[src/rtl/tvm_fare_initiator.sv]
// tvm_fare_initiator: frames one fee/money request to the fare machine and captures its response
module tvm_fare_initiator #(
   parameter int DATA_W  = 8,
   parameter int TIMEOUT = 16,
   parameter int CNT_W   = 5
) (
   input  logic              clk,
   input  logic              rst,
   input  logic              start,
   input  logic [DATA_W-1:0] fee,
   input  logic [DATA_W-1:0] money,
   output logic              in_RDY5,
   output logic [DATA_W-1:0] DATA_in5,
   input  logic              out_RDY5,
   input  logic              state_cmp5,
   input  logic [DATA_W-1:0] DATA_out5,
   output logic              busy,
   output logic              done,
   output logic              accepted,
   output logic [DATA_W-1:0] change,
   output logic              timeout
);
   typedef enum logic [2:0] {
      S_IDLE, S_ASSERT, S_SEND_FEE, S_SEND_MONEY, S_RELEASE, S_WAIT_RSP, S_DONE, S_ABORT
   } state_t;
   state_t            r_state;
   logic [DATA_W-1:0] r_fee;
   logic [DATA_W-1:0] r_money;
   logic [CNT_W-1:0]  r_cnt;
   // Sequencer: each state registers its bus/status outputs on the edge it is left
   always_ff @(posedge clk) begin
      if (!rst) begin
         r_state  <= S_IDLE;
         r_fee    <= '0;
         r_money  <= '0;
         r_cnt    <= '0;
         in_RDY5  <= 1'b0;
         DATA_in5 <= '0;
         busy     <= 1'b0;
         done     <= 1'b0;
         timeout  <= 1'b0;
         accepted <= 1'b0;
         change   <= '0;
      end else begin
         done    <= 1'b0;
         timeout <= 1'b0;
         case (r_state)
            S_IDLE: begin
               in_RDY5  <= 1'b0;
               DATA_in5 <= '0;
               if (start) begin
                  r_fee    <= fee;
                  r_money  <= money;
                  busy     <= 1'b1;
                  accepted <= 1'b0;
                  change   <= '0;
                  r_state  <= S_ASSERT;
               end
            end
            S_ASSERT: begin
               in_RDY5  <= 1'b1;
               DATA_in5 <= '0;
               r_state  <= S_SEND_FEE;
            end
            S_SEND_FEE: begin
               in_RDY5  <= 1'b1;
               DATA_in5 <= r_fee;
               r_state  <= S_SEND_MONEY;
            end
            S_SEND_MONEY: begin
               in_RDY5  <= 1'b1;
               DATA_in5 <= r_money;
               r_state  <= S_RELEASE;
            end
            S_RELEASE: begin
               in_RDY5  <= 1'b0;
               DATA_in5 <= '0;
               r_cnt    <= '0;
               r_state  <= S_WAIT_RSP;
            end
            S_WAIT_RSP: begin
               if (out_RDY5) begin
                  accepted <= state_cmp5;
                  change   <= DATA_out5;
                  r_state  <= S_DONE;
               end else if (r_cnt == CNT_W'(TIMEOUT - 1)) begin
                  r_state  <= S_ABORT;
               end else begin
                  r_cnt    <= r_cnt + 1'b1;
               end
            end
            S_DONE: begin
               done    <= 1'b1;
               busy    <= 1'b0;
               r_state <= S_IDLE;
            end
            S_ABORT: begin
               timeout  <= 1'b1;
               busy     <= 1'b0;
               accepted <= 1'b0;
               change   <= '0;
               r_state  <= S_IDLE;
            end
            default: r_state <= S_IDLE;
         endcase
      end
   end
endmodule

[config.mk]
export PLATFORM = sky130hd
export DESIGN_NAME = tvm_fare_initiator
export DESIGN_NICKNAME = d
export VERILOG_FILES = /design/src/rtl/tvm_fare_initiator.sv
export SDC_FILE = /design/constraint.sdc
export NUM_CORES = 1
export LEC_CHECK = 0
export ABC_AREA = 1
export BUFFER_PORTS_ARGS = -buffer_cell sky130_fd_sc_hd__buf_2
export CORE_MARGIN = 4
export CORE_UTILIZATION = 56
export CTS_BUF_LIST = sky130_fd_sc_hd__clkbuf_16
export DETAILED_ROUTE_END_ITERATION = 12
export PLACE_DENSITY_LB_ADDON = 0.12
export SKIP_CTS_REPAIR_TIMING = 1
export SLEW_MARGIN = 20
export SYNTH_ARGS = -nofsm -noshare
export SYNTH_HDL_FRONTEND = slang
export SYNTH_SLANG_ARGS = --single-unit
[constraint.sdc]
create_clock -name clk -period 2.1 [get_ports clk]
set_input_delay 0.42 -clock clk [delete_from_list [all_inputs] [get_ports clk]]
set_output_delay 0.42 -clock clk [all_outputs]
set_load 0.01 [all_outputs]
* After elaboration in Yosys (flattened, before gate mapping) *
Cells that the tools add are included.

word-level totals
  bits in registers = 45
  input port bits = 29
  output and inout port bits = 21
  word-level logic and storage cells = 59

operators by class
  add/sub/neg operators = 1
  equality and inequality tests = 13
  mux-type cells = 19
  reductions and logical operators = 15

operator list
  kind                                                                    count
  8-bit case mux with 3 select lines                                      2
  3-bit case mux with 7 select lines                                      1
  8-bit 2-to-1 mux                                                        2
  3-bit equality test (second input constant)                             4
  5-bit 2-to-1 mux                                                        2
  5-bit case mux with 2 select lines                                      1
  3-bit 2-to-1 mux                                                        3
  2-bit != test (second input constant)                                   4
  3-bit by 2-bit equality test with 1-bit output (second input constant)  2
  2-bit AND reduction                                                     3
  3-bit AND reduction                                                     2
  2-bit nonzero test                                                      3
  3-bit nonzero test                                                      2
  3-bit OR reduction                                                      2
  5-bit by 1-bit adder with 5-bit output (second input constant)          1
  5-bit by 4-bit equality test with 1-bit output (second input constant)  1
  1-bit 2-to-1 mux                                                        5
  1-bit case mux with 2 select lines                                      2
  2-bit OR reduction                                                      2
  3-bit by 1-bit equality test with 1-bit output (second input constant)  1
  3-bit logical NOT                                                       1
  3-bit != test (second input constant)                                   1
  1-bit case mux with 3 select lines                                      1

* Logic depth before layout (Yosys ltp) *
Gate-level depths: netlist of the first run.

  word-level depth = 4
  mapped depth = 9
  gate-level depth less buffers = 9

* Worst setup path before layout of the first run *
OpenSTA, ideal clock, no wires.

  path kind = register to register
  from = reg r_cnt[0]
  to = reg r_cnt[4]
  setup time = 116 ps
  arrival = 1305 ps
  required time = 1984 ps
  slack = 679 ps
  cell stages (with the launch flop) = 9
  path buffers = 0
  period minus slack after synthesis = 1421 ps
  cells stage by stage = dfxtp_1 > ha_1 > and3_1 > ha_1 > nor2_1 > nand2_1 > nand2_2 > o21a_1 > nor2_1

between the ends
  longest elaborated chain between the ends = 4
  elaborated cells between the ends (all ways) = 7
  those cells by class = add/sub (1); eq/ne (2); mux (3); reduce/logical (1)

ends and longest elaborated chain
  element                                 RTL line  text
  start, declared                         29        logic [CNT_W-1:0] r_cnt;
  start signal, assigned                  89        r_cnt <= r_cnt + 1'b1;
  5-bit by 1-bit adder with 5-bit output  89
  5-bit 2-to-1 mux                        86        end else if (r_cnt == CNT_W'(TIMEOUT - 1)) begin
  5-bit 2-to-1 mux                        82        if (out_RDY5) begin
  5-bit case mux with 2 select lines      47        case (r_state)

Parallel ways exist; a longest one is shown, timed or not. The select of a mux whose other input is x is not followed.
A chain may end at the register's enable or synchronous reset.

* Final worst setup path of the first run *
  from = reg r_cnt[0]
  to = reg r_cnt[3]

The elaborated chain is that of the path after synthesis.

==> results of run 1 <==
==> worst max-delay path by stage <==
stage               end  slack [ns]  cells past startpoint
6_report       r_cnt[3]        0.55                      9
5_1_grt        r_cnt[3]        0.38                      9
4_1_cts        r_cnt[3]        0.55                      9
3_5_place_dp   r_cnt[3]        0.55                      9
3_3_place_gp   r_cnt[3]        0.61                      9
2_1_floorplan  r_cnt[4]        0.68                      8
==> per-stage QoR <==
stage               worst slack [ns]  util [%]
finish                         0.549      70.1
floorplan                      0.679         -
global route                   0.383      70.1
global placement               0.606      66.0
CTS                            0.547      70.1
detailed placement             0.551      66.0
==> area by class of cell <==
cell class / instances / area share (%)
Clock buffer: 5 / 5.35
Clock inverter: 3 / 0.482
Inverter: 23 / 3.69
Multi-Input combinational cell: 185 / 37.7
Sequential cell: 45 / 38.5
Tap cell: 46 / 2.46
Timing Repair Buffer: 53 / 11.8
==> layer usage <==
layer	routed length, um	vias to the layer above	global-route usage (%)	share of wire [%]
met1	2060	820	26.5	48
met4	68	0	8.35	1.6
met5	0	-	0	0
met3	249	8	6.75	5.8
met2	1900	39	30.2	44
li1	-	956	-	-
==> critical path, stage by stage, from the launching register on <==
cell     delay [ns]
dfxtp_1        0.33
ha_1           0.22
and3_1         0.18
ha_1           0.17
nor2_1         0.08
nand2_1        0.11
nand2_2        0.16
nand3_1        0.09
nand2_1        0.06
nor2_1         0.03
==> cells in the final DEF (no fill, tap or decap) <==
master	instances
buf_2	49
nand2_1	56
a21oi_1	35
nand2_4	3
buf_4	4
nand3_1	26
o21ai_0	14
nand3_2	1
ha_1	2
a31oi_1	1
nor3_1	3
inv_1	25
dfxtp_1	45
clkbuf_16	5
and3_1	2
a22oi_1	1
o21a_1	2
xnor2_1	1
clkinv_1	1
nand2_2	2
nor2_4	2
nor2_1	34
==> report_power, final <==
group / switching, W / internal [W]
logic: 0.000178 / 0.000116
registers: 0.0000361 / 0.000918
clock network: 0.000304 / 0.000428
total: 0.000519 / 0.00146
==> logic make-up (layout without fill, tap and decap cells) <==
| kind of cell | after synthesis | in the layout |
|---|---|---|
| and+or+nand+nor | 129 | 129 |
| xor gates and xnor gates | 1 | 1 |
| adders and majority gates | 2 | 2 |
| DFF | 45 | 45 |
| buffers and inverters | 35 | 84 |
| AOI/OAI and AO/OA | 53 | 53 |
==> state kept, by name, summed over array words and instances, names as in the netlist <==
| register | cells |
|---|---|
| DATA_in5 | 8 |
| accepted | 1 |
| busy | 1 |
| change | 8 |
| done | 1 |
| in_RDY5 | 1 |
| r_cnt | 5 |
| r_fee | 8 |
| r_money | 8 |
| r_state | 3 |
| timeout | 1 |
==> run_results.csv, run 1 <==
group,metric,value,unit
run_status,status,"finished clean",
critical_path,endpoint_kind,"register",
placement,placed_area,0.00220,mm^2
cells_and_area,area_growth,20.0,%
global_route,grt_usage,20.2,%
sta,fin_crit,1.55,ns
sta,setup_viol,0,
clocking,cts-root-buf,"clkbuf_16",
hold_path,worst_hold_path_type,"in2reg",
synth,synth_common_cells,"56 x nand2_1, 45 x dfxtp_1, 35 x a21oi_1",
global_route,grt_first_pass_wirelength,6730,um
sta,worstMarginPinSlew,0.341,ns
clocking,cts_max_path_buffers,2,
critical_path,worstPathRequired,2.28,ns
critical_path,critPathArrivalTime,1.73,ns
synth,synth_top_family_by_area,"simple AND/OR/NAND/NOR gates",
synth,synth_fp_nets,296,
sta,period_share,73.9,%
critical_path,rr_worst_depth,9,
placement,gp_congestion,0.850,
drt,drt_iter0_drc,173,
clocking,cts_tree,"done",
clocking,cts_max_level,2,
cells_and_area,regArea,901,um^2
critical_path,cp_max_fo,8,
cells_and_area,drive_above_1_share,21.0,%
sta,fmax,0.645,GHz
drt,drt_wl_total,4280,um
global_route,grt_overflow_total,0,
synth,synth.distinct_cells,24,
synth,synth_largest_area_cell,"dfxtp_1",
clocking,clk_latency,0.29,ns
synth,synth.avg_cell_area,7.35,um^2
clocking,cts_made_buffers,5,
die,die-area,0.00449,mm^2
synth,async_flop_share,0,%
clocking,clock-sinks,45,
critical_path,worst_setup_path_start_kind,"register",
synth,syn_area,0.00195,mm^2
die,coreArea,0.00334,mm^2
cells_and_area,num_antenna_cells,0,
synth,synth_ff_type,"dfxtp_1",
hold_path,hold_depth,3,
power_and_ir_drop,p_per_area,847,mW/mm^2
die,initial_core_util,58.4,%
die,die_w,67.0,um
synth,ys_seq_area_share,46.2,%
critical_path,setup.worst_path.class,"reg2reg",
synth,synth-xor-area-share,0.450,%
sta,timing.setup.tns,0,ns
sta,slew_viol_final,0,
critical_path,setup.reg_to_reg.worst_slack,0.55,ns
sta,rsz0062_at_grt,"no",
die,die_h,67.0,um
synth,ys_top_cells_by_area,"dfxtp_1 46%, nand2_1 11%, a21oi_1 9.0%, nand3_1 6.7%, nor2_1 6.6%",
cells_and_area,fillerInstances,312,
placement,hpwlAfterDp,3000,um
power_and_ir_drop,p_leak,1.19,nW
synth,ys_warn_count,0,
synth,syn-instance-count,265,
flow_run,drv_cap,0,
drt,drc_errors,0,
cells_and_area,fin_nets,344,
sta,holdWs,0.397,ns
synth,synth_adder_area_share,1.28,%
synth,muxShareOfSynthArea,0,%
synth,synth_seq_cells,45,
critical_path,rr_startpoint,"r_cnt[0]",
hold_path,hp-start,"fee[1]",
synth,synth-edff-count,0,
sta,finClkSkew,0.00390,ns
sta,relSlewSlack,77.3,%
placement,numPortBuffers,49,
power_and_ir_drop,irDropWorstVdd,0.477,mV
cells_and_area,multi_input_comb_area,882,um^2
synth,synth.most_common_cell,"nand2_1",
global_route,grt_max_degree,23,
sta,hold_viol,0,
drt,viasPerCell,5.06,
synth,netlist.area_leader.share,46.2,%
drt,drtPass1Iterations,4,
placement,dp.cells,352,
drt,num_vias,1823,
die,pin_count,50,
cells_and_area,final_cell_area,0.00234,mm^2
drt,antenna_left,0,
die,rows,21,
synth,synth_compound_area_share,14.1,%
power_and_ir_drop,power,0.00198,W
cells_and_area,final_cells,360,
clocking,clkSlewWorstSetupHoldPaths,0.06,ns
global_route,grt_pass1_vias,1485,
hold_path,whs_endpoint,"r_fee[1]",
critical_path,cp-startpoint,"r_cnt[0]",
drt,wl_per_cell,11.9,um
critical_path,reg2reg_to,"r_cnt[3]",
global_route,antenna_found_initial,0,
synth,synth-simple-area-share,29.5,%
No activity file was read; power rests on OpenSTA's default activity.
==> run 2: changes to the inputs <==
Settings changed: CORE_UTILIZATION 56 to 47.
Clock period 2.1 ns to 1.4 ns, I/O delays scaled along.
==> run 2 against run 1 <==
  * Clock skew up 0.00067 ns
  * Sequential cell count is the same
  * Utilization is 6.3 points lower
  * Critical path depth fell by 1
  * Non-clock buffer count increased by 15
  * Global-route usage decreased by 2.7 points
  * Die area increased by 17%
  * Critical path type unchanged
  * Sequential share of layout area shrank 3.0 points
  * The run now ends with setup timing left
  * Clock-buffer cell count unchanged
  * Setup slack lost 0.57 ns
==> run_results.csv, run 2 (synthesis gave the netlist of run 1 again) <==
group,metric,value,unit
clocking,cts-root-buf,"clkbuf_16",
sta,relSlewSlack,74.3,%
clocking,clk_latency,0.28,ns
cells_and_area,drive_above_1_share,29.6,%
critical_path,slowest_stage,"dfxtp_2",
sta,worst_slack,-0.0178,ns
sta,holdWs,0.260,ns
die,die_h,72.4,um
die,initial_core_util,48.7,%
die,die_w,72.4,um
critical_path,worstPathRequired,1.58,ns
placement,gp_congestion,0.792,
sta,worstMarginPinSlew,0.384,ns
cells_and_area,fin_util,63.8,%
critical_path,cp_max_fo,8,
sta,rsz0062_at_grt,"yes",
global_route,grt_first_pass_wirelength,7360,um
critical_path,path_cells,"ha_4 -> and3_4 -> ha_4 -> nor2_4 -> nand2_4 -> nand2_8 -> o21a_1 -> nor2_1",
clocking,cts_max_path_buffers,2,
global_route,grt_usage,17.6,%
sta,fmax,0.705,GHz
global_route,grt_pass1_vias,1677,
clocking,clkSlewWorstSetupHoldPaths,0.06,ns
global_route,grt_max_degree,22,
die,die-area,0.00524,mm^2
global_route,antenna_found_initial,0,
critical_path,critPathArrivalTime,1.59,ns
hold_path,worst_hold_path_type,"in2reg",
clocking,cts_max_level,2,
drt,antenna_left,0,
critical_path,endpoint_kind,"register",
drt,viasPerCell,4.88,
sta,fin_crit,1.42,ns
die,coreArea,0.00400,mm^2
cells_and_area,multi_input_comb_area,972,um^2
power_and_ir_drop,irDropWorstVdd,0.737,mV
cells_and_area,layout_common_cells,"53 x nand2_1, 49 x buf_2, 40 x dfxtp_1",
clocking,cts_tree,"done",
placement,hpwlAfterDp,3040,um
drt,drt_iter0_drc,94,
placement,placed_area,0.00231,mm^2
cells_and_area,final_cell_area,0.00255,mm^2
clocking,clock-sinks,45,
cells_and_area,num_antenna_cells,0,
sta,hold_viol,0,
cells_and_area,final_cells,378,
cells_and_area,fillerInstances,367,
placement,numPortBuffers,49,
run_status,status,"finished with violations",
cells_and_area,area_growth,31.0,%
drt,drc_errors,0,
critical_path,cp_slowest_stage_delay,0.34,ns
die,pin_count,50,
drt,drt_wl_total,4480,um
placement,dp.cells,369,
drt,num_vias,1844,
global_route,grt_overflow_total,0,
power_and_ir_drop,power,0.00297,W
critical_path,worst_path_most_repeated_cell,"ha_4",
power_and_ir_drop,p_per_area,1160,mW/mm^2
flow_run,drv_cap,0,
sta,period_share,101,%
drt,drtPass1Iterations,4,
sta,setup_viol,2,
critical_path,setup.worst_path.class,"reg2reg",
critical_path,worst_setup_path_start_kind,"register",
cells_and_area,final_common_cell,"nand2_1",
clocking,cts_made_buffers,5,
drt,wl_per_cell,11.8,um
sta,finClkSkew,0.00457,ns
power_and_ir_drop,p_leak,1.26,nW
sta,slew_viol_final,0,
run_status,violations,"setup timing",
die,rows,23,
cells_and_area,fin_nets,359,
cells_and_area,regArea,907,um^2
==> run 2: cell types whose count changed in the layout (fill, tap and decap cells not counted), sizes merged <==
| cell | change |
|---|---|
| clkinv | +1 |
| buf | +15 |
| inv | -2 |
==> run 2: worst paths after layout <==
path / start / to / slack [ns] / cells after the start
worst max-delay path: r_cnt[0] / r_cnt[4] / -0.02 / 8
worst min-delay path: fee[2] / r_fee[2] / 0.26 / 3
worst min register to register: r_money[3] / r_money[3] / 0.45 / 2
worst max register to register: r_cnt[0] / r_cnt[4] / -0.02 / 8
==> run 2: report_power, final <==
part	internal, W	total, W	leakage, nW	switching [W]
Combinational	0.000192	0.000465	0.820	0.000274
Sequential	0.00138	0.00144	0.370	0.0000559
Clock	0.000637	0.00107	0.0685	0.000432
Total	0.00221	0.00297	1.26	0.000762
==> run 2: area by class of cell <==
type | count | share of cell area [%]
clock inverters | 2 | 0.294
flip-flops and latches | 45 | 35.5
multi-input cells | 185 | 38.1
well taps | 50 | 2.45
inverters | 23 | 3.38
repair buffers | 68 | 15.3
clock buffers | 5 | 4.90
==> run 2: stage by stage <==
stage	setup WS, ns	TNS [ns]
3_3_place_gp	-0.0511	-0.143
4_1_cts	-0.0962	-0.382
6_report	-0.0178	-0.0352
3_5_place_dp	-0.0743	-0.257
5_1_grt	-0.0776	-0.454
2_1_floorplan	0.0115	0
==> run 2: per-layer routing <==
metal | wire length, um | up-vias | track usage [%]
met4 | 65 | 0 | 5.74
met2 | 1990 | 40 | 26.0
li1 | - | 984 | -
met1 | 2200 | 812 | 24.8
met5 | 0 | - | 0
met3 | 219 | 8 | 4.85
==> run 2: critical path, delay by kind of cell, from the launching register on <==
kind                       cells  cell delay (ns)
DFF                            1             0.34
adders and majority gates      2             0.31
AOI/OAI and AO/OA              1             0.13
and+or+nand+nor                5             0.53
==> run 3: changes to the inputs <==
Settings changed: BUFFER_PORTS_ARGS -buffer_cell sky130_fd_sc_hd__buf_2 to -buffer_cell sky130_fd_sc_hd__buf_4, PLACE_DENSITY set to 0.71, PLACE_DENSITY_LB_ADDON 0.12 to unset, SLEW_MARGIN 20 to 10.
==> run 3 against run 2 <==
  * The flow still finishes with violations (setup timing)
  * Cell count decreased by 0.53%
  * Hold slack improved by 0.0062 ns
  * Setup slack improved by 0.017 ns
  * Clock power about the same
  * Highest routed layer unchanged
  * Total power increased by 2.4%
  * Register-to-register slack improved by 0.02 ns
==> run_results.csv, run 3 (synthesis gave the netlist of run 1 again) <==
group,metric,value,unit
run_status,status,"finished with violations",
run_status,violations,"setup timing",
cells_and_area,area_growth,36.1,%
critical_path,cp_max_fo,4,
sta,fin_crit,1.40,ns
sta,timing.setup.tns,-0.000920,ns
critical_path,cp_slowest_stage_delay,0.33,ns
sta,relSlewSlack,72.0,%
global_route,grt_first_pass_wirelength,7670,um
cells_and_area,drive_above_1_share,28.2,%
clocking,clkSlewWorstSetupHoldPaths,0.06,ns
cells_and_area,regArea,907,um^2
placement,numPortBuffers,49,
die,pin_count,50,
cells_and_area,final_common_cell,"buf_4",
hold_path,worst_hold_path_type,"in2reg",
sta,fmax,0.714,GHz
drt,antenna_left,0,
critical_path,critPathTopFamily,"simple AND/OR/NAND/NOR gates",
cells_and_area,fillerInstances,361,
drt,viasPerCell,5.03,
sta,hold_viol,0,
placement,placed_area,0.00244,mm^2
sta,slew_viol_final,0,
critical_path,setup.worst_path.class,"reg2reg",
die,rows,23,
clocking,cts_made_buffers,5,
sta,rsz0062_at_grt,"yes",
critical_path,path_buf_inv,1,
global_route,grt_pass1_vias,1698,
sta,setup_viol,1,
global_route,grt_usage,18.4,%
global_route,grt_max_degree,23,
drt,drt_iter0_drc,72,
cells_and_area,final_cell_area,0.00265,mm^2
flow_run,drv_cap,0,
critical_path,path_cells,"ha_4 -> and3_4 -> ha_4 -> nor2_4 -> nand2_4 -> buf_6 -> nand3_1 -> a21oi_1",
drt,drtPass1Iterations,4,
drt,drt_wl_total,4690,um
drt,wl_per_cell,12.5,um
clocking,clk_latency,0.28,ns
clocking,cts_tree,"done",
drt,num_vias,1890,
clocking,cts-root-buf,"clkbuf_16",
die,die-area,0.00524,mm^2
cells_and_area,num_antenna_cells,0,
drt,drc_errors,0,
placement,hpwlAfterDp,3290,um
critical_path,slowest_stage,"dfxtp_2",
die,die_w,72.4,um
power_and_ir_drop,p_per_area,1150,mW/mm^2
die,die_h,72.4,um
critical_path,endpoint_kind,"register",
cells_and_area,fin_util,66.3,%
clocking,cts_max_level,2,
global_route,antenna_found_initial,0,
die,initial_core_util,48.7,%
clocking,cts_max_path_buffers,2,
sta,worstMarginPinSlew,0.419,ns
power_and_ir_drop,p_leak,1.28,nW
global_route,grt_overflow_total,0,
sta,finClkSkew,0.00302,ns
cells_and_area,layout_common_cells,"65 x buf_4, 55 x nand2_1, 40 x dfxtp_1",
sta,worst_slack,-0.000920,ns
critical_path,worst_setup_path_start_kind,"register",
clocking,clock-sinks,45,
critical_path,critPathArrivalTime,1.58,ns
critical_path,worstPathRequired,1.58,ns
placement,gp_congestion,0.872,
cells_and_area,multi_input_comb_area,946,um^2
sta,period_share,100,%
cells_and_area,fin_nets,358,
die,coreArea,0.00400,mm^2
critical_path,worst_path_most_repeated_cell,"ha_4",
sta,holdWs,0.267,ns
power_and_ir_drop,irDropWorstVdd,0.816,mV
==> run 3: changes by cell type in the layout (fill, tap and decap cells not counted), sizes merged <==
cell,delta
inv,-1
buf,-1
==> run 3: worst paths after layout <==
path,from,to,slack (ns),cells past startpoint
max,r_cnt[0],r_cnt[2],-0.0009,8
min,fee[3],r_fee[3],0.27,3
max reg2reg,r_cnt[0],r_cnt[2],-0.0009,8
min reg2reg,r_money[4],r_money[4],0.44,2
==> run 3: tightest hold or removal path, delay by kind of cell <==
family | cells | cell delay [ns]
compound gates | 1 | 0.05
buf+inv | 1 | 0.11
simple gates | 1 | 0.07
==> run 3: report_power, final <==
group          total, W  switching [W]  internal [W]
registers       0.00144      0.0000592       0.00138
logic          0.000528       0.000279      0.000250
clock network   0.00107       0.000437      0.000636
==> run 3: per-stage QoR <==
step / total power [W] / worst slack (ns) / cells
after detailed placement: 0.00198 / -0.0756 / 369
after CTS: 0.00305 / -0.0953 / 375
after floorplan: 0.00176 / 0.0115 / 265
after global routing: 0.00318 / -0.0584 / 376
after global placement: 0.00197 / -0.0446 / 369
final: 0.00304 / -0.000920 / 376
==> run 3: area by class of cell <==
class	count	area share, %
Multi-Input combinational cell	185	35.7
Sequential cell	45	34.2
Timing Repair Buffer	67	19.6
Clock buffer	5	4.72
Inverter	23	3.26
Tap cell	50	2.36
Clock inverter	1	0.189
==> run 3: layer usage <==
layer | wire length [um] | track usage (%)
met5 | 0 | 0
met4 | 64 | 4.92
met3 | 293 | 5.68
met2 | 2280 | 30.1
met1 | 2050 | 23.7
